### config.mk
export PLATFORM = sky130hd
export DESIGN_NAME = icache_responder
export DESIGN_NICKNAME = d
export VERILOG_FILES = /design/src/rtl/icache_responder.sv
export SDC_FILE = /design/constraint.sdc
export NUM_CORES = 1
export LEC_CHECK = 0
export BUFFER_PORTS_ARGS = -buffer_cell sky130_fd_sc_hd__buf_2
export CAP_MARGIN = 20
export CORE_ASPECT_RATIO = 1.25
export CORE_UTILIZATION = 45
export DETAILED_ROUTE_END_ITERATION = 16
export GPL_TIMING_DRIVEN = 0
export HOLD_SLACK_MARGIN = 0.08
export PLACE_DENSITY = 0.66
export SETUP_SLACK_MARGIN = 0.5
export SLEW_MARGIN = 0
export SYNTH_ARGS = -nofsm -noshare
export SYNTH_HDL_FRONTEND = slang
export SYNTH_SLANG_ARGS = --single-unit
### constraint.sdc
create_clock -name CLK -period 11.4 [get_ports CLK]
set_input_delay 2.28 -clock CLK [delete_from_list [all_inputs] [get_ports CLK]]
set_output_delay 2.28 -clock CLK [all_outputs]
set_load 0.02 [all_outputs]
### src/rtl/icache_responder.sv
// Direct-mapped, one-word-per-frame instruction cache between the fetch stage
// and the memory controller; misses fetch a single word and bypass it to the datapath.
module icache_responder #(
  parameter int SETS  = 16,
  parameter int IDX_W = $clog2(SETS),
  parameter int TAG_W = 30 - IDX_W
) (
  input  logic        CLK,
  input  logic        RST,
  input  logic        imemREN,
  input  logic [31:0] imemaddr,
  output logic        ihit,
  output logic [31:0] imemload,
  input  logic        iinvalidate,
  output logic        iREN,
  output logic [31:0] iaddr,
  input  logic        iwait,
  input  logic [31:0] iload,
  output logic [31:0] hit_count,
  output logic [31:0] miss_count
);

  typedef enum logic {IDLE, MISS} state_t;

  state_t             state;
  logic [SETS-1:0]    valid;
  logic [TAG_W-1:0]   tag_arr  [SETS];
  logic [31:0]        data_arr [SETS];
  logic [29:0]        miss_word;

  logic [IDX_W-1:0]   idx;
  logic [TAG_W-1:0]   tag;
  logic               lookup_hit;
  logic               addr_match;
  logic               fill;
  logic               unused_offset;

  function automatic logic [31:0] sat_inc(input logic [31:0] c);
    return (c == 32'hFFFF_FFFF) ? c : c + 32'd1;
  endfunction

  assign idx           = imemaddr[IDX_W+1:2];
  assign tag           = imemaddr[31:IDX_W+2];
  assign unused_offset = ^imemaddr[1:0];

  assign lookup_hit = imemREN && valid[idx] && (tag_arr[idx] == tag);
  assign addr_match = imemREN && (imemaddr[31:2] == miss_word);
  // Invalidate and reset both suppress the fill that would otherwise complete this cycle.
  assign fill       = (state == MISS) && addr_match && !iwait && !iinvalidate && !RST;

  always_comb begin
    ihit     = 1'b0;
    imemload = '0;
    iREN     = 1'b0;
    iaddr    = '0;
    if (!RST) begin
      if (state == MISS) begin
        iREN  = 1'b1;
        iaddr = {miss_word, 2'b00};
        if (fill) begin
          ihit     = 1'b1;
          imemload = iload;
        end
      end else if (lookup_hit && !iinvalidate) begin
        ihit     = 1'b1;
        imemload = data_arr[idx];
      end
    end
  end

  always_ff @(posedge CLK) begin
    if (RST) begin
      state      <= IDLE;
      valid      <= '0;
      hit_count  <= '0;
      miss_count <= '0;
      miss_word  <= '0;
    end else if (iinvalidate) begin
      valid <= '0;
      state <= IDLE;
    end else begin
      case (state)
        IDLE: begin
          if (imemREN) begin
            if (lookup_hit) begin
              hit_count <= sat_inc(hit_count);
            end else begin
              miss_word  <= imemaddr[31:2];
              miss_count <= sat_inc(miss_count);
              state      <= MISS;
            end
          end
        end
        MISS: begin
          // A dropped or redirected request abandons the miss; IDLE re-looks it up.
          if (!addr_match) begin
            state <= IDLE;
          end else if (!iwait) begin
            valid[idx] <= 1'b1;
            state      <= IDLE;
          end
        end
        default: state <= IDLE;
      endcase
    end
  end

  always_ff @(posedge CLK) begin
    if (fill) begin
      tag_arr[idx]  <= tag;
      data_arr[idx] <= iload;
    end
  end

endmodule

# Word level (Yosys, flattened, before mapping)
# Memory sizes are Yosys's and may differ from the RTL's.
# Cells that the tools add are included.
[op_classes]
n_bitwise = 7
eq_ne = 4
n_lt_le_gt_ge = 2
mux = 22
addsub = 2
n_reduce_logical = 17
[ops]
columns = ["operator", "count"]
rows = [
  ["2-to-1 mux 32 bit", 6],
  ["adder 32 x 1 -> 32 bit, second input constant", 2],
  ["equality test 32 bit, second input constant", 2],
  ["equality test 30 bit", 1],
  ["equality test 26 bit", 1],
  ["OR 16 bit", 1],
  ["2-to-1 mux 1 bit", 13],
  ["AND reduction 5 bit", 2],
  ["logical AND 1 bit", 9],
  ["inverter 1 bit", 6],
  ["< comparator 4 x 5 -> 1 bit, second input constant", 1],
  ["binary-select mux 1 bit (select 4 bit)", 1],
  ["demux 1 bit (select 4 bit)", 1],
  ["greater-or-equal comparator 4 x 1 -> 1 bit, second input constant", 1],
  ["AND reduction 4 bit", 1],
  ["logical NOT 1 bit", 3],
  ["AND reduction 3 bit", 1],
  ["case mux 1 bit (2 select lines)", 1],
  ["OR reduction 2 bit", 1],
]
[totals]
regBits = 111
inputBits = 69
out_inout_bits = 130
ramBits = 928
mem_count = 2
[mem_list]
columns = ["memory", "depth", "width", "rd", "rd_clocked_by_memory_dff", "write_ports", "line_no", "text"]
rows = [
  ["data_arr", 16, 32, 1, 0, 1, "28", "logic [31:0] data_arr [SETS];"],
  ["tag_arr", 16, 26, 1, 0, 1, "27", "logic [TAG_W-1:0] tag_arr [SETS];"],
]

# Depth between registers and ports, before layout
[depth]
depth_word = 9
mapped_depth = 16
depth_no_buf = 9

# Worst setup path before layout
# OpenSTA, ideal clock, no wires.
[synth_path]
path_type = "input to output"
start = "input port imemaddr[3]"
end = "output port imemload[10]"
n_path_buf = 4
arrival_ps = 5399
required_time_ps = 9120
stages = 13
slack_ps = 3721
cell_sequence = "buf_4 buf_6 buf_2 mux4_2 mux2i_1 mux2i_1 xnor2_1 nand4_1 nor4_2 and4_1 a41oi_1 clkbuf_1 nor3_1"
[synth_between]
elab_chain_cells = 9
word_cells_on_any_way = 18
classes_between = "eq/ne (2); mux (6); reduce/logical (8); memory (2)"
[synth_lines]
columns = ["element", "line_no", "text"]
rows = [
  ["start: declaration", "11", "input logic [31:0] imemaddr,"],
  ["branches (longest 7 deep; another with memory read (16 x 26 bit))", "n/a", ""],
  ["2-to-1 mux 32 bit (*)", "57", "if (state == MISS) begin"],
  ["2-to-1 mux 32 bit (*)", "56", "if (!RST) begin"],
  ["end: declaration", "13", "output logic [31:0] imemload,"],
]
# Every way passes the cells marked *. The select of a mux whose other input is x is not followed.

# Final worst setup path
[layout_path]
start = "input port imemaddr[5]"
end = "output port imemload[28]"
# The elaborated chain is that of the path after synthesis.

==> summary.md <==
| Metric | Value |
|---|---|
| Outcome | completed |
| Vias | 23881 |
| Htree depth | 3 |
| Share of the yosys chip area belonging to registers | about 71% |
| DR WL/cell | 29.1 µm |
| Final ANT Viol Nets | 0 |
| TNS Setup | 0 ns |
| Finished Core Util | between 50% and 60% |
| # fillers | 7276 |
| Crit Path Max Fanout | 10 |
| Row cnt | approximately 130 |
| Gr ovfl total | 0 |
| Peak VDD IR | roughly 0.16 mV |
| Tmin final | 10.11 ns |
| Cells after Synth | 2287 |
| Finished Layout Cells | 3924 |
| Clk sinks | 1039 |
| Tcrit/Tclk final | approximately 90% |
| Initial Utilization | 45.4% |
| Hold Crit Class | flip-flop to flip-flop |
| Layout cells sized above 1 | 27.8% |
| Top layer used by detailed routing | met5 |
| Netlist cell types | 69 |
| Adder-Cell Fraction of Synth Area | less than 1% |
| IO Pins | 199 |
| Final Wtd Congestion | 0.925 |
| Dpl hpwl | 74700 µm |
| Synth Register Bits | 1039 |
| RSZ-0062 raised after global routing | false |
| Hold Buf Count CTS | 0 |
| DR vias/cell | 6.09 |
| Final Hold Viols | 0 |
| Post-layout net count | 2700 |
| Synth area leader | edfxtp_1 |
| Vias in the first global route | around 24000 |
| First-pass GRT wire length | 165000 µm |
| Die height | 344 µm |
| Port Buffer Count | approximately 190 |
| Worst-Skew Late Latency | 0.68 ns |
| Post-synthesis simple-gate area fraction | about 5.5% |
| Max-slew headroom | a little over a quarter |
| Final setup violation count | 0 |
| Area of the core | 92700 µm² |
| Final WS setup | between 1 and 1.5 ns |
| Gr usage total | 24.2% |
| Die width | about 280 µm |
| Pwr per Cell Area | 163 nW/µm² |
| Most frequent cells in the layout | edfxtp_1 (928), mux4_2 (247), buf_2 (222) |
| Top cells by area, synth | edfxtp_1 (66%), mux4_2 (13%), dfxtp_1 (5.3%) |
| Post-Synth XOR/XNOR Area | about 1.1% |
| Met3 WL | 8710 µm |
| CTS tree | done |
| Worst Path Required | 9.12 ns |
| Met2 wire length | around 57000 µm |
| Total die area | 94800 µm² |
| Starting DRT DRC Count | 2484 |
| Largest family of logic cells by synthesized area | multiplexers |
| Post-synth EDFFs | 928 |
| YS warnings | 0 |
| Critical path arrival | 7.83 ns |
| Area of the mapped netlist | 42100 µm² |
| Area growth, synth to finish | 16.6% |
| # Post-CTS Setup Buffers | 0 |
| Post-Route WL | 114000 µm |
| Clock skew | between 0.03 and 0.04 ns |
| Post-synthesis mux area share | 16.8% |
| DR DRC count | 0 |
| Critical path class | primary input to output port |
| Leak pwr | 0.0163 µW |
| Root Buffer Master | clkbuf_16 |
| DR pass1 iterations | 6 |
| Syn_area_per_cell | 18.4 µm² |
| DP Worst Slack | ~1.4 ns |
| Initial antenna violation count | 8 |
| Synth Flop Type | edfxtp_1 |
| Final instance area | a little under 50000 µm² |
| Resized Gates After CTS | 0 |
| Slew Viols, Final | 0 |
| Clk buf depth | 3 |
| Met1 Wirelength | 43900 µm |
| DP Area | 45600 µm² |
| Most common cell after layout, fill and taps aside | edfxtp_1 |
| Clock transition at the registers of the reported paths | 0.06 ns |
| Fmax | ~0.1 GHz |
| Complex-gate fraction of the synthesized area | roughly 3.2% |
| Max cap viols | 0 |
| Post-synth ARST share | 0% |
| Slew at the pin closest to its max-slew limit | 1.09 ns |
| Worst setup SP type | primary input |
| Crit end category | output port |
| Top-area cell type share of the netlist area | 66.2% |
| Cts bufs inserted | 101 |
| Pin count of the biggest net entering global routing | 24 |
| Inst Count DP | between 3000 and 4000 |
## worst max-delay path: stages
cell      delay (ns)
buf_2           0.30
buf_2           0.35
buf_2           0.39
buf_2           0.40
mux2i_1         0.36
mux2i_1         0.14
xnor2_1         0.18
nand4_1         0.20
nor4_2          0.97
and4_1          0.34
a41oi_2         0.46
clkbuf_1        0.58
nor3_1          0.58
buf_2           0.26
## layer usage
metal / up-vias / global-route usage, %
met4: 8 / 9.25
met3: 235 / 3.84
met1: 12501 / 31.4
li1: 9978 / -
met5: - / 0
met2: 1159 / 41.0
## layout make-up
type	instances	area (µm²)	share of cell area, %
diodes	1	2.50	0.00510
plain buffers	139	733	1.49
clock buffers	133	2760	5.63
clock inverters	58	663	1.35
inverters	20	75.1	0.153
multi-input cells	1090	11300	23.1
flip-flops and latches	1039	30100	61.3
well taps	1206	1510	3.07
repair buffers	238	1930	3.93
## report_power, final
part	internal, µW	switching, µW	total, µW
Combinational	156	248	404
Clock	2030	1420	3450
Sequential	4140	5.55	4150
## cell usage after synthesis (11+ instances only)
cell type and count:
edfxtp_1 928, mux4_2 247, dfxtp_1 111, mux2i_1 106, nor2_1 86, a21oi_1 70
clkbuf_1 69, nand3_1 53, nor3_1 50, nand2_1 45, xnor2_1 38, and2_1 36
nor2b_1 34, buf_2 31, nand4_1 31, o21ai_1 29, or4_1 24, mux2_2 22
o21ai_0 22, inv_1 20, a22oi_1 19, buf_4 17, mux2_1 17, o31ai_1 17
a21o_1 16, xor2_1 15, buf_6 13, or3_1 13, nor4_1 11
## stage by stage
step           total power [µW]  hold WS (ns)
2_1_floorplan              4470         0.421
3_3_place_gp               4620         0.427
3_5_place_dp               4630         0.435
4_1_cts                    8040         0.450
5_1_grt                    8210         0.468
6_report                   8010         0.447
## logic make-up (layout without fill, tap and decap cells)
logic type,after synthesis,in the layout
AO/OA/AOI/OAI,214,214
other,1,3
AND/OR/NAND/NOR,427,427
XOR/XNOR,53,53
flip-flops,1039,1039
buffers and inverters,159,588
multiplexers,392,392
adder cells (fa/ha/maj),2,2
## final timing paths
| kind | slack (ns) | end | from | depth (start not counted) |
|---|---|---|---|---|
| max | 1.29 | imemload[28] | imemaddr[5] | 14 |
| min | 0.45 | valid[8] | valid[8] | 1 |
| max reg2reg | 6.82 | tag_arr[10][18] | state | 11 |
| min reg2reg | 0.45 | valid[8] | valid[8] | 1 |
## registers in the layout (all words and copies together), names as in the netlist
name / cells
miss_count: 32
tag_arr: 416
hit_count: 32
miss_word: 30
state: 1
valid: 16
data_arr: 512
(Power assumes the default switching activity.)
